--- src/rtl/seq_divider_if.sv ---
// Control handshake and operand/result bundle for the sequential divider.
interface seq_divider_if #(
  parameter int unsigned N = 4
);
  logic         start;
  logic [N-1:0] dividend;
  logic [N-1:0] divisor;
  logic         busy;
  logic         done;
  logic [N-1:0] quotient;
  logic [N-1:0] remainder;
  logic         div_by_zero;

  modport master (
    output start, dividend, divisor,
    input  busy, done, quotient, remainder, div_by_zero
  );

  modport slave (
    input  start, dividend, divisor,
    output busy, done, quotient, remainder, div_by_zero
  );
endinterface

--- src/rtl/seq_divider.sv ---
// Unsigned restoring shift-subtract divider: one quotient bit per clock, start/busy/done control.
module seq_divider #(
  parameter int unsigned N = 4
) (
  input  logic        i_clk,
  input  logic        i_clr,
  seq_divider_if.slave div
);

  localparam int unsigned   CW      = $clog2(N);
  localparam logic [CW-1:0] CntLast = CW'(N - 1);

  localparam logic [1:0] S_IDLE = 2'd0;
  localparam logic [1:0] S_CALC = 2'd1;
  localparam logic [1:0] S_DONE = 2'd2;

  logic [1:0]    r_state;
  logic [N-1:0]  r_rem;
  logic [N-1:0]  r_q;
  logic [N-1:0]  r_d;
  logic [CW-1:0] r_cnt;
  logic [N-1:0]  r_quot;
  logic [N-1:0]  r_rem_out;
  logic          r_dbz;

  logic [N:0]    w_t;
  logic [N:0]    w_sub;
  logic          w_ge;
  logic [N-1:0]  w_rem_next;
  logic [N-1:0]  w_q_next;

  // The partial remainder stays below the divisor, so its top bit is always zero and is
  // not stored; the (N+1)-bit difference's sign bit serves as the T >= D comparison.
  always_comb begin
    w_t        = {r_rem, r_q[N-1]};
    w_sub      = w_t - {1'b0, r_d};
    w_ge       = ~w_sub[N];
    w_rem_next = w_ge ? w_sub[N-1:0] : w_t[N-1:0];
    w_q_next   = {r_q[N-2:0], w_ge};
  end

  always_ff @(posedge i_clk) begin
    if (!i_clr) begin
      r_state   <= S_IDLE;
      r_rem     <= '0;
      r_q       <= '0;
      r_d       <= '0;
      r_cnt     <= '0;
      r_quot    <= '0;
      r_rem_out <= '0;
      r_dbz     <= 1'b0;
    end else begin
      case (r_state)
        S_IDLE: begin
          if (div.start) begin
            if (div.divisor != '0) begin
              r_rem   <= '0;
              r_q     <= div.dividend;
              r_d     <= div.divisor;
              r_cnt   <= '0;
              r_state <= S_CALC;
            end else begin
              r_quot    <= '1;
              r_rem_out <= div.dividend;
              r_dbz     <= 1'b1;
              r_state   <= S_DONE;
            end
          end
        end
        S_CALC: begin
          r_q   <= w_q_next;
          r_rem <= w_rem_next;
          r_cnt <= r_cnt + 1'b1;
          if (r_cnt == CntLast) begin
            r_quot    <= w_q_next;
            r_rem_out <= w_rem_next;
            r_dbz     <= 1'b0;
            r_state   <= S_DONE;
          end
        end
        S_DONE:  r_state <= S_IDLE;
        default: r_state <= S_IDLE;
      endcase
    end
  end

  assign div.busy        = (r_state != S_IDLE);
  assign div.done        = (r_state == S_DONE);
  assign div.quotient    = r_quot;
  assign div.remainder   = r_rem_out;
  assign div.div_by_zero = r_dbz;

endmodule

--- src/flat_wrapper.sv ---
// flat-port wrapper written by rule: the top's interface ports become plain ports
module seq_divider_flat 
#(
  parameter int unsigned N = 4
)
  (i_clk, i_clr, div_start, div_dividend, div_divisor, div_busy, div_done, div_quotient, div_remainder, div_div_by_zero);
  seq_divider_if #(.N(N)) div_i ();
  input  logic i_clk;
  input  logic i_clr;
  input wire logic [$bits(div_i.start)-1:0] div_start;
  input wire logic [$bits(div_i.dividend)-1:0] div_dividend;
  input wire logic [$bits(div_i.divisor)-1:0] div_divisor;
  output wire logic [$bits(div_i.busy)-1:0] div_busy;
  output wire logic [$bits(div_i.done)-1:0] div_done;
  output wire logic [$bits(div_i.quotient)-1:0] div_quotient;
  output wire logic [$bits(div_i.remainder)-1:0] div_remainder;
  output wire logic [$bits(div_i.div_by_zero)-1:0] div_div_by_zero;
  assign div_i.start = div_start;
  assign div_i.dividend = div_dividend;
  assign div_i.divisor = div_divisor;
  assign div_busy = div_i.busy;
  assign div_done = div_i.done;
  assign div_quotient = div_i.quotient;
  assign div_remainder = div_i.remainder;
  assign div_div_by_zero = div_i.div_by_zero;
  seq_divider #(.N(N)) u_core (.i_clk(i_clk), .i_clr(i_clr), .div(div_i));
endmodule
--- config.mk ---
export PLATFORM = sky130hd
export DESIGN_NAME = seq_divider_flat
export DESIGN_NICKNAME = d
export VERILOG_FILES = /design/src/rtl/seq_divider_if.sv /design/src/rtl/seq_divider.sv /design/src/flat_wrapper.sv
export SDC_FILE = /design/constraint.sdc
export NUM_CORES = 1
export LEC_CHECK = 0
export ABC_AREA = 1
export CAP_MARGIN = 15
export CORE_AREA = 2 2 73 54
export DETAILED_ROUTE_END_ITERATION = 8
export DIE_AREA = 0 0 75 56
export GPL_ROUTABILITY_DRIVEN = 0
export PLACE_DENSITY = 0.62
export RECOVER_POWER = 50
export SYNTH_ARGS = -nofsm -noshare
export SYNTH_HDL_FRONTEND = slang
export SYNTH_SLANG_ARGS = --single-unit
export TNS_END_PERCENT = 10
--- constraint.sdc ---
create_clock -name i_clk -period 1.9 [get_ports i_clk]
set_clock_uncertainty 0.15 [all_clocks]
set_input_delay 0.38 -clock i_clk [delete_from_list [all_inputs] [get_ports i_clk]]
set_output_delay 0.38 -clock i_clk [all_outputs]
set_load 0.05 [all_outputs]
* Word-level counts from Yosys, hierarchy flattened *
Index checks and enable logic that the tools add are counted.

storage, ports and cells
  register bits after elaboration = 25
  input port bits = 11
  output and inout port bits = 11

cells by class
  $add $sub $neg = 2
  equality and inequality tests = 7
  muxes and demuxes = 26
  bitwise logic cells = 1
  reduce and logical (&&, ||, !) cells = 8

operator list
  cell                                                                     count
  4-bit two-way mux                                                        11
  4-bit one-hot mux with 2 select lines                                    4
  2-bit two-way mux                                                        5
  2-bit one-hot mux with 2 select lines                                    2
  3-bit AND reduction                                                      2
  5-bit by 4-bit subtractor with 5-bit output                              1
  2-bit == test, second input constant                                     2
  2-bit by 1-bit inequality test with 1-bit output, second input constant  2
  2-bit inequality test, second input constant                             2
  4-bit AND reduction                                                      1
  2-bit nonzero test                                                       2
  4-bit nonzero test                                                       1
  1-bit two-way mux                                                        3
  2-bit by 1-bit adder with 2-bit output, second input constant            1
  2-bit by 1-bit == test with 1-bit output, second input constant          1
  2-bit zero test                                                          1
  1-bit one-hot mux with 2 select lines                                    1
  2-bit AND reduction                                                      1
  1-bit inverter                                                           1

* Longest topological paths before layout *
Gate-level depths: netlist of the first run.

  depth after elaboration = 4
  depth in mapped cells = 12
  gate-level depth less buffers = 12

* Worst setup path after synthesis of the first run *
Ideal clock, no wire load.

  path type = reg-to-reg
  start = register u_core.r_q[3]
  end = register u_core.r_rem[3]
  setup time = 0.109 ns
  data arrival time = 1.577 ns
  slack = 0.065 ns
  stages on the path, launching flop included = 12
  path buffers = 0
  period minus slack after synthesis = 1.835 ns
  cell sequence = dfxtp_1 inv_1 ha_1 fa_1 inv_1 nand3_1 nand3_1 nand2_1 nand3_1 nand3_1 nand2_1 inv_1

between the ends
  longest elaborated chain between the ends = 3

RTL lines
  element                                      RTL line           text
  start, declared                              seq_divider.sv:19  logic [N-1:0] r_q;
  start signal, assigned                       seq_divider.sv:58  r_q <= div.dividend;
  start signal, assigned                       seq_divider.sv:71  r_q <= w_q_next;
  5-bit by 4-bit subtractor with 5-bit output  seq_divider.sv:36  w_sub = w_t - {1'b0, r_d};
  4-bit two-way mux                            seq_divider.sv:38  w_rem_next = w_ge ? w_sub[N-1:0] : w_t[N-1:0];
  4-bit one-hot mux with 2 select lines        seq_divider.sv:53  case (r_state)
  end signal, assigned                         seq_divider.sv:72  r_rem <= w_rem_next;
  end, declared                                seq_divider.sv:18  logic [N-1:0] r_rem;

Every way passes these cells.
A chain may end at the register's enable or synchronous reset.

* Worst setup path in the final report of the first run *
  start = register u_core.r_q[3]
  end = register u_core.r_rem[0]

between the ends
  longest elaborated chain between the ends = 3

RTL lines
  element                                      RTL line
  5-bit by 4-bit subtractor with 5-bit output  seq_divider.sv:36
  4-bit two-way mux *                          seq_divider.sv:38
  4-bit one-hot mux with 2 select lines *      seq_divider.sv:53

Every way passes the cells marked *; elsewhere a longest branch is shown, timed or not.

==> reports/qor.csv, run 1 <==
stage,metric,value,unit
clocking,clk buf depth,2,
power_and_ir_drop,Comb pwr share,39.4,%
timing,Final setup viols,0,
routing,DRC Markers,0,
power_and_ir_drop,cell-internal power,951.1,uW
finish,total of fill cells in the finished design,361,
grt,vias in the first global route,1154,
power_and_ir_drop,Reg power frac,40.1,%
setup_path,path length in cells of the critical path,12,
timing,maximum clock frequency,546.0,MHz
power_and_ir_drop,leakage power,0.0008463,uW
logic_synthesis,Mapped Nets,210,
logic_synthesis,distinct cell type count of the synthesized netlist,25,
hold_path,number of cells on the worst hold path,2,
setup_path,series of cell instances along the critical path,inv_1 > ha_2 > fa_2 > inv_1 > nand2_1 > nand2_2 > nand3_1 > nand2_2 > nand3_1 > nand3_1 > nand2_1 > inv_1,
power_and_ir_drop,clock group share of total power,20.5,%
timing,RSZ-0062 raised after global routing,true,
grt,global route overflow,0,
power_and_ir_drop,Pwr per Cell Area,899.9,nW/um^2
finish,combined flip-flop and latch cell area,501.7,um^2
setup_path,endpoint kind of the worst setup timing path,register,
timing,setup TNS,0,ns
timing,relative slew slack,59.62,%
logic_synthesis,Post-synth top flop,dfxtp_1,
floorplanning,row count,18,
power_and_ir_drop,switching power total,590.3,uW
logic_synthesis,instance count of the mapped netlist,193,
timing,portion of the clock cycle consumed by the worst path in the final layout,96.39,%
place,IO buf count,21,
timing,time the worst path needs with I/O delays and setup,1.831,ns
setup_path,slowest stage cell on the critical path,fa_2,
clocking,source-to-sink clock delay at the later pin of the worst-skew pair,0.27,ns
timing,final hold vios,0,
logic_synthesis,warnings from Yosys,0,
grt,global-route usage over all layers,16.02,%
finish,Layout Area Growth over Synthesis,25.60,%
grt,first-pass GRT wire length,5.230,mm
setup_path,CP Max Fanout,4,
setup_path,longest individual stage delay on the worst path,0.34,ns
routing,routed len/inst,11.08,um
clocking,clk slew on worst S/H paths,0.09,ns
finish,count of antenna diodes in the layout,0,
routing,Initial DRT Pass Iterations,4,
logic_synthesis,top post-synthesis cells by area,"dfxtp_1 (37%), inv_1 (8.8%), nand2_1 (8.8%)",
floorplanning,ports placed on the boundary,22,
logic_synthesis,fraction of registers with async set or reset after synthesis,0,%
clocking,CTS tree,built,
place,detailed placement HPWL,2.235,mm
floorplanning,horizontal extent of the die,75,um
setup_path,reg2reg path depth,12,
logic_synthesis,portion of the post-synthesis area used by sequential elements,36.70,%
run,Max Cap Violations,0,
setup_path,critical path data arrival time,1.90,ns
logic_synthesis,count of flip-flops with a built-in enable after synthesis,0,
floorplanning,core region area,3446,um^2
logic_synthesis,share of Yosys cell area claimed by the top area cell type,36.70,%
outcome,outcome,completed,
finish,multi-input logic area,710.7,um^2
floorplanning,die area,4200,um^2
logic_synthesis,combined area of all synthesized cells,1364,um^2
finish,post-layout net count,241,
clocking,post-cts hold buffer count,0,
power_and_ir_drop,switching part of the total,38.30,%
setup_path,CP Launch Type,register,
finish,share of layout cells above drive strength 1,18.83,%
floorplanning,die height,56,um
timing,smallest hold slack,0.3164,ns
clocking,maximum level of the CTS H-tree,1,
timing,measured slew at the worst slew-check pin,0.6083,ns
logic_synthesis,average size of a mapped cell,7.066,um^2
routing,"antenna viol nets, final",0,
setup_path,type of the worst setup path,register to register,
routing,vias after detailed routing,1235,
routing,number of vias per cell,4.524,
floorplanning,Initial Util,39.58,%
logic_synthesis,most area-hungry cell type in the Yosys netlist,dfxtp_1,
clocking,number of buffers created by CTS,3,
place,cell area reported after detailed placement,1668,um^2
grt,largest net degree at the start of global routing,17,
setup_path,"Req. time, crit path",1.97,ns
hold_path,Tightest Hold Check Type,register to register,
logic_synthesis,total of flip-flops plus latches after synthesis,25,
setup_path,family with the most delay on the worst path,simple AND/OR/NAND/NOR gates,
routing,Starting DRT DRC Count,36,
finish,final core utilization,49.71,%
clocking,CTS root buffer,clkbuf_8,
grt,antenna violations before repair,0,
logic_synthesis,most used standard cells in the synthesized netlist,"inv_1 (32), nand2_1 (32), dfxtp_1 (25), nor2_1 (21), nand3_1 (20)",
power_and_ir_drop,Peak supply drop,0.4539,mV
setup_path,buffering stage count on the worst path with inverters included,3,
power_and_ir_drop,final total power,1541,uW
routing,Total Routed Length,3.024,mm
timing,total count of max-transition violations in the final report,0,
finish,area of all placed cells without fillers,1713,um^2
clocking,clk sinks,25,
-- path summary, 6_finish.rpt --
path	startpoint	to	slack (ns)
min	u_core.r_d[3]	u_core.r_d[3]	0.32
max reg2reg	u_core.r_q[3]	u_core.r_rem[0]	0.07
min reg2reg	u_core.r_d[3]	u_core.r_d[3]	0.32
max	u_core.r_q[3]	u_core.r_rem[0]	0.07
-- power by group through the flow --
stage | combinational (uW) | sequential (uW) | clock [uW]
floorplan | 342 | 708 | 0
global placement | 590 | 630 | 0
detailed placement | 593 | 630 | 0
CTS | 603 | 619 | 325
global route | 672 | 626 | 348
finish | 607 | 619 | 316
-- sequential cells by signal (all words and copies together), names as in the netlist --
name and cells:
u_core.div.div_by_zero 1, u_core.div.quotient 4, u_core.div.remainder 4, u_core.r_cnt 2, u_core.r_d 4, u_core.r_q 4
u_core.r_rem 4, u_core.r_state 2
-- worst reg2reg max path: stages (launching register included) --
cell and delay (ns):
dfxtp_2 0.33, inv_1 0.05, ha_2 0.18, fa_2 0.34
inv_1 0.07, nand2_1 0.06, nand2_2 0.07, nand3_1 0.08
nand2_2 0.11, nand3_1 0.11, nand3_1 0.11, nand2_1 0.06
inv_1 0.05
-- cell type report --
| class | instances | area share, % |
|---|---|---|
| inverters | 38 | 8.546 |
| well taps | 50 | 3.652 |
| clock buffers | 4 | 2.630 |
| multi-input cells | 126 | 41.49 |
| flip-flops and latches | 25 | 29.29 |
| repair buffers | 30 | 14.39 |
-- routing by layer --
| metal | wire, um | GRT usage [%] |
|---|---|---|
| met1 | 1613 | 24.15 |
| met2 | 1263 | 23.06 |
| met3 | 116 | 4.348 |
| met4 | 31 | 2.296 |
| met5 | 0 | 0 |
-- cell usage in the layout (no fill, tap or decap), drive strengths merged --
cell,count
clkinv,2
inv,36
fa,1
nand2,34
nor2,29
buf,10
ha,5
dfxtp,25
nand3,24
clkdlybuf4s50,10
o21ai,16
nor3,1
clkbuf,13
a21oi,15
dlymetal6s2s,1
xnor2,1
-- metrics by stage --
| stage | instances | worst slack (ns) |
|---|---|---|
| 5_1_grt | 273 | -0.04118 |
| 2_1_floorplan | 193 | 0.06456 |
| 6_report | 273 | 0.06864 |
| 4_1_cts | 272 | 0.02313 |
| 3_3_place_gp | 268 | -0.05750 |
| 3_5_place_dp | 268 | -0.06592 |
-- what timing repair did --
item | in CTS | in global routing
setup endpoints to repair | 9 | 10
gates resized for setup | 3 | 7
hold endpoints to repair | 0 | 0
pin swaps | 1 | 2
setup buffers | 0 | 1
-- kinds of logic (layout without fill, tap and decap cells) --
logic type,Yosys count,count (layout),synth area share [%]
buf+inv,42,72,13.58
simple gates,88,88,30.55
compound gates,31,31,12.48
flops,25,25,36.70
fa+ha+maj,6,6,6.055
xor+xnor,1,1,0.6423
Note: power is estimated with default switching activity, not from simulation.
==> inputs of run 2 (changes only) <==
--- a/config.mk
+++ b/config.mk
@@ -6,12 +6,12 @@
 export NUM_CORES = 1
 export LEC_CHECK = 0
 export ABC_AREA = 1
-export CAP_MARGIN = 15
-export CORE_AREA = 2 2 73 54
+export CAP_MARGIN = 20
+export CORE_AREA = 2 2 68 51
 export DETAILED_ROUTE_END_ITERATION = 8
-export DIE_AREA = 0 0 75 56
+export DIE_AREA = 0 0 70 53
 export GPL_ROUTABILITY_DRIVEN = 0
-export PLACE_DENSITY = 0.62
+export PLACE_DENSITY = 0.7
 export RECOVER_POWER = 50
 export SYNTH_ARGS = -nofsm -noshare
 export SYNTH_HDL_FRONTEND = slang
==> run 2 against run 1 <==
Effect of this change: largest power group is now combinational cells; via count is 1.5% higher; critical path depth stayed put; utilization is 8.5 points higher; count of clock-buffer cells in the layout is 1 lower; sequential power hardly changed; largest cell class unchanged; flip-flop and latch count stayed put.
==> reports/qor.csv, run 2 (synthesis gave the netlist of run 1 again) <==
stage,metric,value,unit,change
timing,final hold vios,0,,unchanged
routing,Initial DRT Pass Iterations,4,,unchanged
power_and_ir_drop,Peak supply drop,0.4564,mV,+0.55%
setup_path,endpoint kind of the worst setup timing path,register,,
finish,post-layout net count,241,,unchanged
setup_path,slowest stage cell on the critical path,fa_2,,
power_and_ir_drop,Reg power frac,38.5,%,-1.6 points
setup_path,longest individual stage delay on the worst path,0.37,ns,+0.03 ns
power_and_ir_drop,switching part of the total,40.23,%,+1.9 points
routing,Starting DRT DRC Count,107,,+200%
setup_path,critical path data arrival time,1.93,ns,+0.03 ns
timing,maximum clock frequency,543.3,MHz,-0.51%
place,detailed placement HPWL,2.158,mm,-3.5%
floorplanning,ports placed on the boundary,22,,unchanged
timing,Final WS setup,0.05931,ns,-0.009327 ns
floorplanning,die area,3710,um^2,-12%
power_and_ir_drop,clock group share of total power,21.3,%,+0.8 points
clocking,clk slew on worst S/H paths,0.10,ns,about the same
setup_path,worst reg2reg path startpoint,u_core.r_q[3],,
power_and_ir_drop,Pwr per Cell Area,915.8,nW/um^2,+1.8%
floorplanning,core region area,3020,um^2,-12%
setup_path,endpoint of the most critical register-to-register path,u_core.r_rem[1],,
power_and_ir_drop,Comb pwr share,40.2,%,+0.8 points
grt,global route overflow,0,,unchanged
finish,count of antenna diodes in the layout,0,,unchanged
hold_path,HP Start,u_core.div.div_by_zero,,
clocking,number of buffers created by CTS,3,,unchanged
finish,share of layout cells above drive strength 1,23.32,%,+4.5 points
setup_path,series of cell instances along the critical path,inv_2 > ha_4 > fa_2 > inv_2 > nand2_1 > nand2_2 > nand3_2 > nand2_4 > nand3_2 > nand3_1 > nand2_1 > inv_1,,
grt,antenna violations before repair,0,,unchanged
grt,vias in the first global route,1060,,-8.1%
clocking,clk buf depth,2,,unchanged
timing,relative slew slack,59.86,%,+0.24 points
timing,RSZ-0062 raised after global routing,true,,
routing,DRC Markers,0,,unchanged
finish,most frequent standard cell in the layout excluding fill and tap cells,inv_1,,
routing,routed len/inst,11.83,um,+6.8%
power_and_ir_drop,switching power total,648.1,uW,+9.8%
grt,global-route usage over all layers,17.15,%,+1.1 points
clocking,CTS tree,built,,
timing,portion of the clock cycle consumed by the worst path in the final layout,96.88,%,+0.49 points
power_and_ir_drop,leakage power,0.0008431,uW,-0.37%
setup_path,r2r setup slk,0.06,ns,about the same
clocking,clk sinks,25,,unchanged
timing,measured slew at the worst slew-check pin,0.6046,ns,-0.003684 ns
setup_path,type of the worst setup path,register to register,,
setup_path,"Req. time, crit path",1.99,ns,+0.02 ns
grt,first-pass GRT wire length,4.878,mm,-6.7%
setup_path,CP Launch Type,register,,
grt,largest net degree at the start of global routing,17,,unchanged
hold_path,worst-case hold path end point,u_core.div.div_by_zero,,
setup_path,CP Max Fanout,6,,+2
outcome,outcome,completed,,
timing,Final setup viols,0,,unchanged
place,pre-CTS WS,-0.08450,ns,-0.01858 ns
routing,number of vias per cell,4.805,,+6.2%
clocking,CTS root buffer,clkbuf_8,,
clocking,maximum level of the CTS H-tree,1,,unchanged
run,Max Cap Violations,0,,unchanged
setup_path,reg2reg path depth,12,,unchanged
timing,total count of max-transition violations in the final report,0,,unchanged
floorplanning,horizontal extent of the die,70,um,-6.7%
floorplanning,row count,17,,-1
hold_path,number of cells on the worst hold path,2,,unchanged
hold_path,Tightest Hold Check Type,register to register,,
place,placed instance count,256,,-4.5%
timing,time the worst path needs with I/O delays and setup,1.841,ns,+0.009327 ns
finish,"leading cell types in the layout, fill and taps excluded","inv_1 (30), nand2_1 (29), dfxtp_1 (24)",,
clocking,source-to-sink clock delay at the later pin of the worst-skew pair,0.28,ns,about the same
routing,"antenna viol nets, final",0,,unchanged
floorplanning,die height,53,um,-5.4%
routing,Total Routed Length,3.087,mm,+2.1%
place,IO buf count,21,,unchanged
power_and_ir_drop,cell-internal power,963.0,uW,+1.3%
routing,vias after detailed routing,1254,,+1.5%
finish,count of non-filler cells in the finished layout,261,,-4.4%
floorplanning,Initial Util,45.15,%,+5.6 points
finish,Layout Area Growth over Synthesis,28.99,%,
run 2: changes by cell type in the layout (fill, tap and decap cells not counted), moves of 2 or more:
cell,previous run,this run
inv_1,33,30
nand3_1,17,12
nand3_4,0,2
nand3_2,7,10
inv_2,2,5
run 2: critical path, delay by kind of cell (launching register included):
family        cells  cell delay (ns)
flops             1             0.35
buf+inv           3             0.16
simple gates      7             0.61
fa+ha+maj         2             0.53
run 2: layer usage:
layer / up-vias / share of wire [%] / GRT usage, %
met3: 7 / 5.4 / 4.762
li1: 669 / - / -
met1: 541 / 49 / 23.79
met2: 37 / 44 / 25.71
met5: - / 0 / 0
met4: 0 / 1.2 / 5.769
run 2: final cells by class:
type	instances	area (um^2)
Clock buffer	3	41.29
Clock inverter	1	8.758
Fill cell	294	1261
Inverter	38	146.4
Multi-Input combinational cell	126	759.5
Sequential cell	25	501.7
Tap cell	38	47.55
Timing Repair Buffer	30	254.0
run 2: through the flow:
| step | instance area (um^2) | power [uW] | util [%] | hold slack, ns | setup TNS, ns |
|---|---|---|---|---|---|
| finish | 1759 | 1611 | 58.24 | 0.3214 | 0 |
| global route | 1759 | 1715 | 58.24 | 0.3424 | -0.2720 |
| CTS | 1714 | 1564 | 56.75 | 0.3223 | 0 |
| detailed placement | 1653 | 1221 | 54.72 | 0.3061 | -0.8491 |
| global placement | 1653 | 1218 | 54.72 | 0.3068 | -0.3797 |
| floorplan | 1364 | 1050 | - | 0.2855 | 0 |
run 2: what timing repair did:
item                       CTS  global route
setup endpoints to repair   10            10
gates cloned                 0             0
hold buffers                 0             0
pin swaps                    1             5
buffers inserted             0             1
gates resized for setup      4            18
run 2: how the worst max path moves through the flow:
| stage | start | end | slack (ns) |
|---|---|---|---|
| after floorplan | u_core.r_q[3] | u_core.r_rem[3] | 0.06 |
| after global placement | div_divisor[0] | u_core.div.quotient[0] | -0.07 |
| after detailed placement | u_core.r_q[3] | u_core.div.quotient[0] | -0.08 |
| after CTS | u_core.r_q[3] | u_core.div.remainder[3] | 0.02 |
| after global routing | u_core.r_q[3] | u_core.div.remainder[3] | -0.04 |
| final | u_core.r_q[3] | u_core.r_rem[1] | 0.06 |
run 2: power groups by stage:
stage | registers (uW) | clock network, uW | logic [uW]
after global placement | 629 | 0 | 589
after global routing | 629 | 378 | 708
after detailed placement | 630 | 0 | 591
final | 621 | 343 | 647
after CTS | 619 | 344 | 601
after floorplan | 708 | 0 | 342
==> inputs of run 3 (changes only) <==
--- a/config.mk
+++ b/config.mk
@@ -7,11 +7,11 @@
 export LEC_CHECK = 0
 export ABC_AREA = 1
 export CAP_MARGIN = 20
-export CORE_AREA = 2 2 68 51
+export CORE_AREA = 2 2 57 59
 export DETAILED_ROUTE_END_ITERATION = 8
-export DIE_AREA = 0 0 70 53
+export DIE_AREA = 0 0 59 61
 export GPL_ROUTABILITY_DRIVEN = 0
-export PLACE_DENSITY = 0.7
+export PLACE_DENSITY = 0.71
 export RECOVER_POWER = 50
 export SYNTH_ARGS = -nofsm -noshare
 export SYNTH_HDL_FRONTEND = slang
==> run 3 against run 2 <==
Effect of this change: sequential share of layout area down 0.36 points; total power down 5.5%; critical endpoint is now u_core.r_rem[2]; hold slack better by 0.0045 ns; combinational power grew 3%; global-route usage is 0.063 points higher; design area up 1.3%; largest power group unchanged; die area fell by 3.0%.
==> reports/qor.csv, run 3 (synthesis gave the netlist of run 1 again) <==
stage,metric,value,unit,change
timing,time the worst path needs with I/O delays and setup,1.840,ns,-0.001053 ns
power_and_ir_drop,Peak supply drop,0.4315,mV,-5.4%
timing,final hold vios,0,,unchanged
power_and_ir_drop,switching part of the total,41.17,%,+0.94 points
grt,antenna violations before repair,0,,unchanged
clocking,post-cts hold buffer count,0,,unchanged
floorplanning,core region area,2953,um^2,-2.2%
routing,routed len/inst,11.65,um,-1.5%
power_and_ir_drop,switching power total,627.0,uW,-3.3%
floorplanning,row count,20,,+3
finish,post-layout net count,242,,+0.41%
routing,Total Routed Length,2.993,mm,-3.0%
setup_path,critical path data arrival time,1.96,ns,+0.03 ns
routing,Starting DRT DRC Count,44,,-59%
grt,global-route usage over all layers,17.22,%,+0.063 points
setup_path,worst reg2reg path startpoint,u_core.r_q[3],,
setup_path,reg2reg path depth,12,,unchanged
floorplanning,die height,61,um,+15%
clocking,maximum level of the CTS H-tree,1,,unchanged
place,placed instance count,252,,-1.6%
timing,Final WS setup,0.06036,ns,+0.001053 ns
setup_path,CP Max Fanout,6,,unchanged
routing,number of vias per cell,4.887,,+1.7%
routing,"antenna viol nets, final",0,,unchanged
clocking,clk buf depth,2,,unchanged
routing,DRC Markers,0,,unchanged
setup_path,type of the worst setup path,register to register,,
timing,RSZ-0062 raised after global routing,true,,
setup_path,r2r setup slk,0.06,ns,about the same
hold_path,number of cells on the worst hold path,2,,unchanged
finish,count of antenna diodes in the layout,0,,unchanged
place,cell area reported after detailed placement,1654,um^2,about the same
timing,maximum clock frequency,543.6,MHz,about the same
finish,most frequent standard cell in the layout excluding fill and tap cells,inv_1,,
finish,area of all placed cells without fillers,1782,um^2,+1.3%
setup_path,endpoint kind of the worst setup timing path,register,,
timing,setup TNS,0,ns,unchanged
clocking,source-to-sink clock delay at the later pin of the worst-skew pair,0.31,ns,+0.03 ns
setup_path,endpoint of the most critical register-to-register path,u_core.r_rem[2],,
clocking,clk sinks,25,,unchanged
place,pre-CTS WS,-0.05639,ns,+0.02811 ns
timing,Final setup viols,0,,unchanged
power_and_ir_drop,clock group share of total power,15.6,%,-5.7 points
power_and_ir_drop,Reg power frac,40.7,%,+2.2 points
floorplanning,Initial Util,46.19,%,+1.0 points
hold_path,Tightest Hold Check Type,register to register,,
place,detailed placement HPWL,2.116,mm,-2.0%
clocking,CTS root buffer,clkbuf_4,,
power_and_ir_drop,Pwr per Cell Area,854.8,nW/um^2,-6.7%
hold_path,HP Start,u_core.div.div_by_zero,,
timing,measured slew at the worst slew-check pin,0.5976,ns,-0.007026 ns
power_and_ir_drop,final total power,1523,uW,-5.5%
finish,count of non-filler cells in the finished layout,257,,-1.5%
power_and_ir_drop,leakage power,0.0008556,uW,+1.5%
finish,Layout Area Growth over Synthesis,30.64,%,
timing,portion of the clock cycle consumed by the worst path in the final layout,96.82,%,about the same
grt,largest net degree at the start of global routing,17,,unchanged
grt,global route overflow,0,,unchanged
setup_path,CP Launch Type,register,,
finish,"leading cell types in the layout, fill and taps excluded","inv_1 (30), nand2_1 (27), dfxtp_1 (24)",,
power_and_ir_drop,cell-internal power,895.9,uW,-7.0%
timing,relative slew slack,60.33,%,+0.47 points
grt,vias in the first global route,1109,,+4.6%
finish,share of layout cells above drive strength 1,26.79,%,+3.5 points
floorplanning,ports placed on the boundary,22,,unchanged
floorplanning,horizontal extent of the die,59,um,-16%
floorplanning,die area,3599,um^2,-3.0%
run,Max Cap Violations,0,,unchanged
power_and_ir_drop,Comb pwr share,43.7,%,+3.5 points
outcome,outcome,completed,,
timing,total count of max-transition violations in the final report,0,,unchanged
setup_path,"Req. time, crit path",2.02,ns,+0.03 ns
clocking,CTS tree,built,,
grt,first-pass GRT wire length,4.781,mm,-2.0%
hold_path,worst-case hold path end point,u_core.div.div_by_zero,,
routing,vias after detailed routing,1256,,+0.16%
clocking,number of buffers created by CTS,3,,unchanged
routing,Initial DRT Pass Iterations,4,,unchanged
place,IO buf count,21,,unchanged
clocking,clk slew on worst S/H paths,0.13,ns,+0.03 ns
==> run 3: cell count changes in the layout (fill, tap and decap cells not counted), moves of 2 or more <==
cell / delta
nand3_1: -7
nand3_2: +5
clkbuf_4: +3
clkbuf_8: -3
nand2_2: +3
nand2_1: -2
nand3_4: +2
==> run 3: what timing repair did <==
action	CTS	global route
gates resized for setup	3	28
buffers inserted	0	1
endpoints found under the setup margin	10	10
cloned	0	0
pin swaps	1	12
==> run 3: final cells by class <==
type / count / area [um^2]
multi-input combinational: 126 / 804.5
timing repair buffer: 31 / 261.5
inverter: 38 / 146.4
sequential: 25 / 501.7
fill: 288 / 1171
clock buffer: 4 / 26.28
tap: 33 / 41.29
==> run 3: routing by layer <==
metal	vias to the layer above	part of all wire [%]	GRT usage [%]
met4	0	0.97	2.922
met5	-	0	0
met3	4	3.8	2.559
met2	23	50	29.84
met1	557	46	23.14
li1	672	-	-
==> run 3: stage by stage <==
stage,utilization [%],hold slack (ns)
after CTS,57.20,0.3302
after detailed placement,56.02,0.3107
after global routing,60.34,0.3447
after floorplan,-,0.2855
after global placement,56.02,0.3069
final,60.34,0.3260
==> run 3: power groups by stage <==
stage	combinational (uW)	clock, uW	sequential, uW
detailed placement	591	0	629
finish	666	237	620
global route	733	255	625
floorplan	342	0	708
global placement	587	0	628
CTS	602	240	618
==> run 3: how the worst max path moves through the flow <==
stage,start,to,slack [ns],cells after the start
floorplan,u_core.r_q[3],u_core.r_rem[3],0.06,11
global placement,div_divisor[0],u_core.r_state[0],-0.04,8
detailed placement,div_divisor[0],u_core.r_state[0],-0.06,8
CTS,u_core.r_q[3],u_core.div.remainder[1],0.002,12
global route,u_core.r_q[3],u_core.div.remainder[2],-0.06,12
finish,u_core.r_q[3],u_core.r_rem[2],0.06,12
==> run 3: critical path: stages, from the launching register on <==
cell	delay, ns
dfxtp_2	0.36
inv_2	0.05
ha_4	0.15
fa_2	0.36
inv_2	0.08
nand2_2	0.05
nand2_2	0.08
nand3_2	0.08
nand2_4	0.16
nand3_4	0.09
nand3_2	0.09
nand2_1	0.05
inv_1	0.05
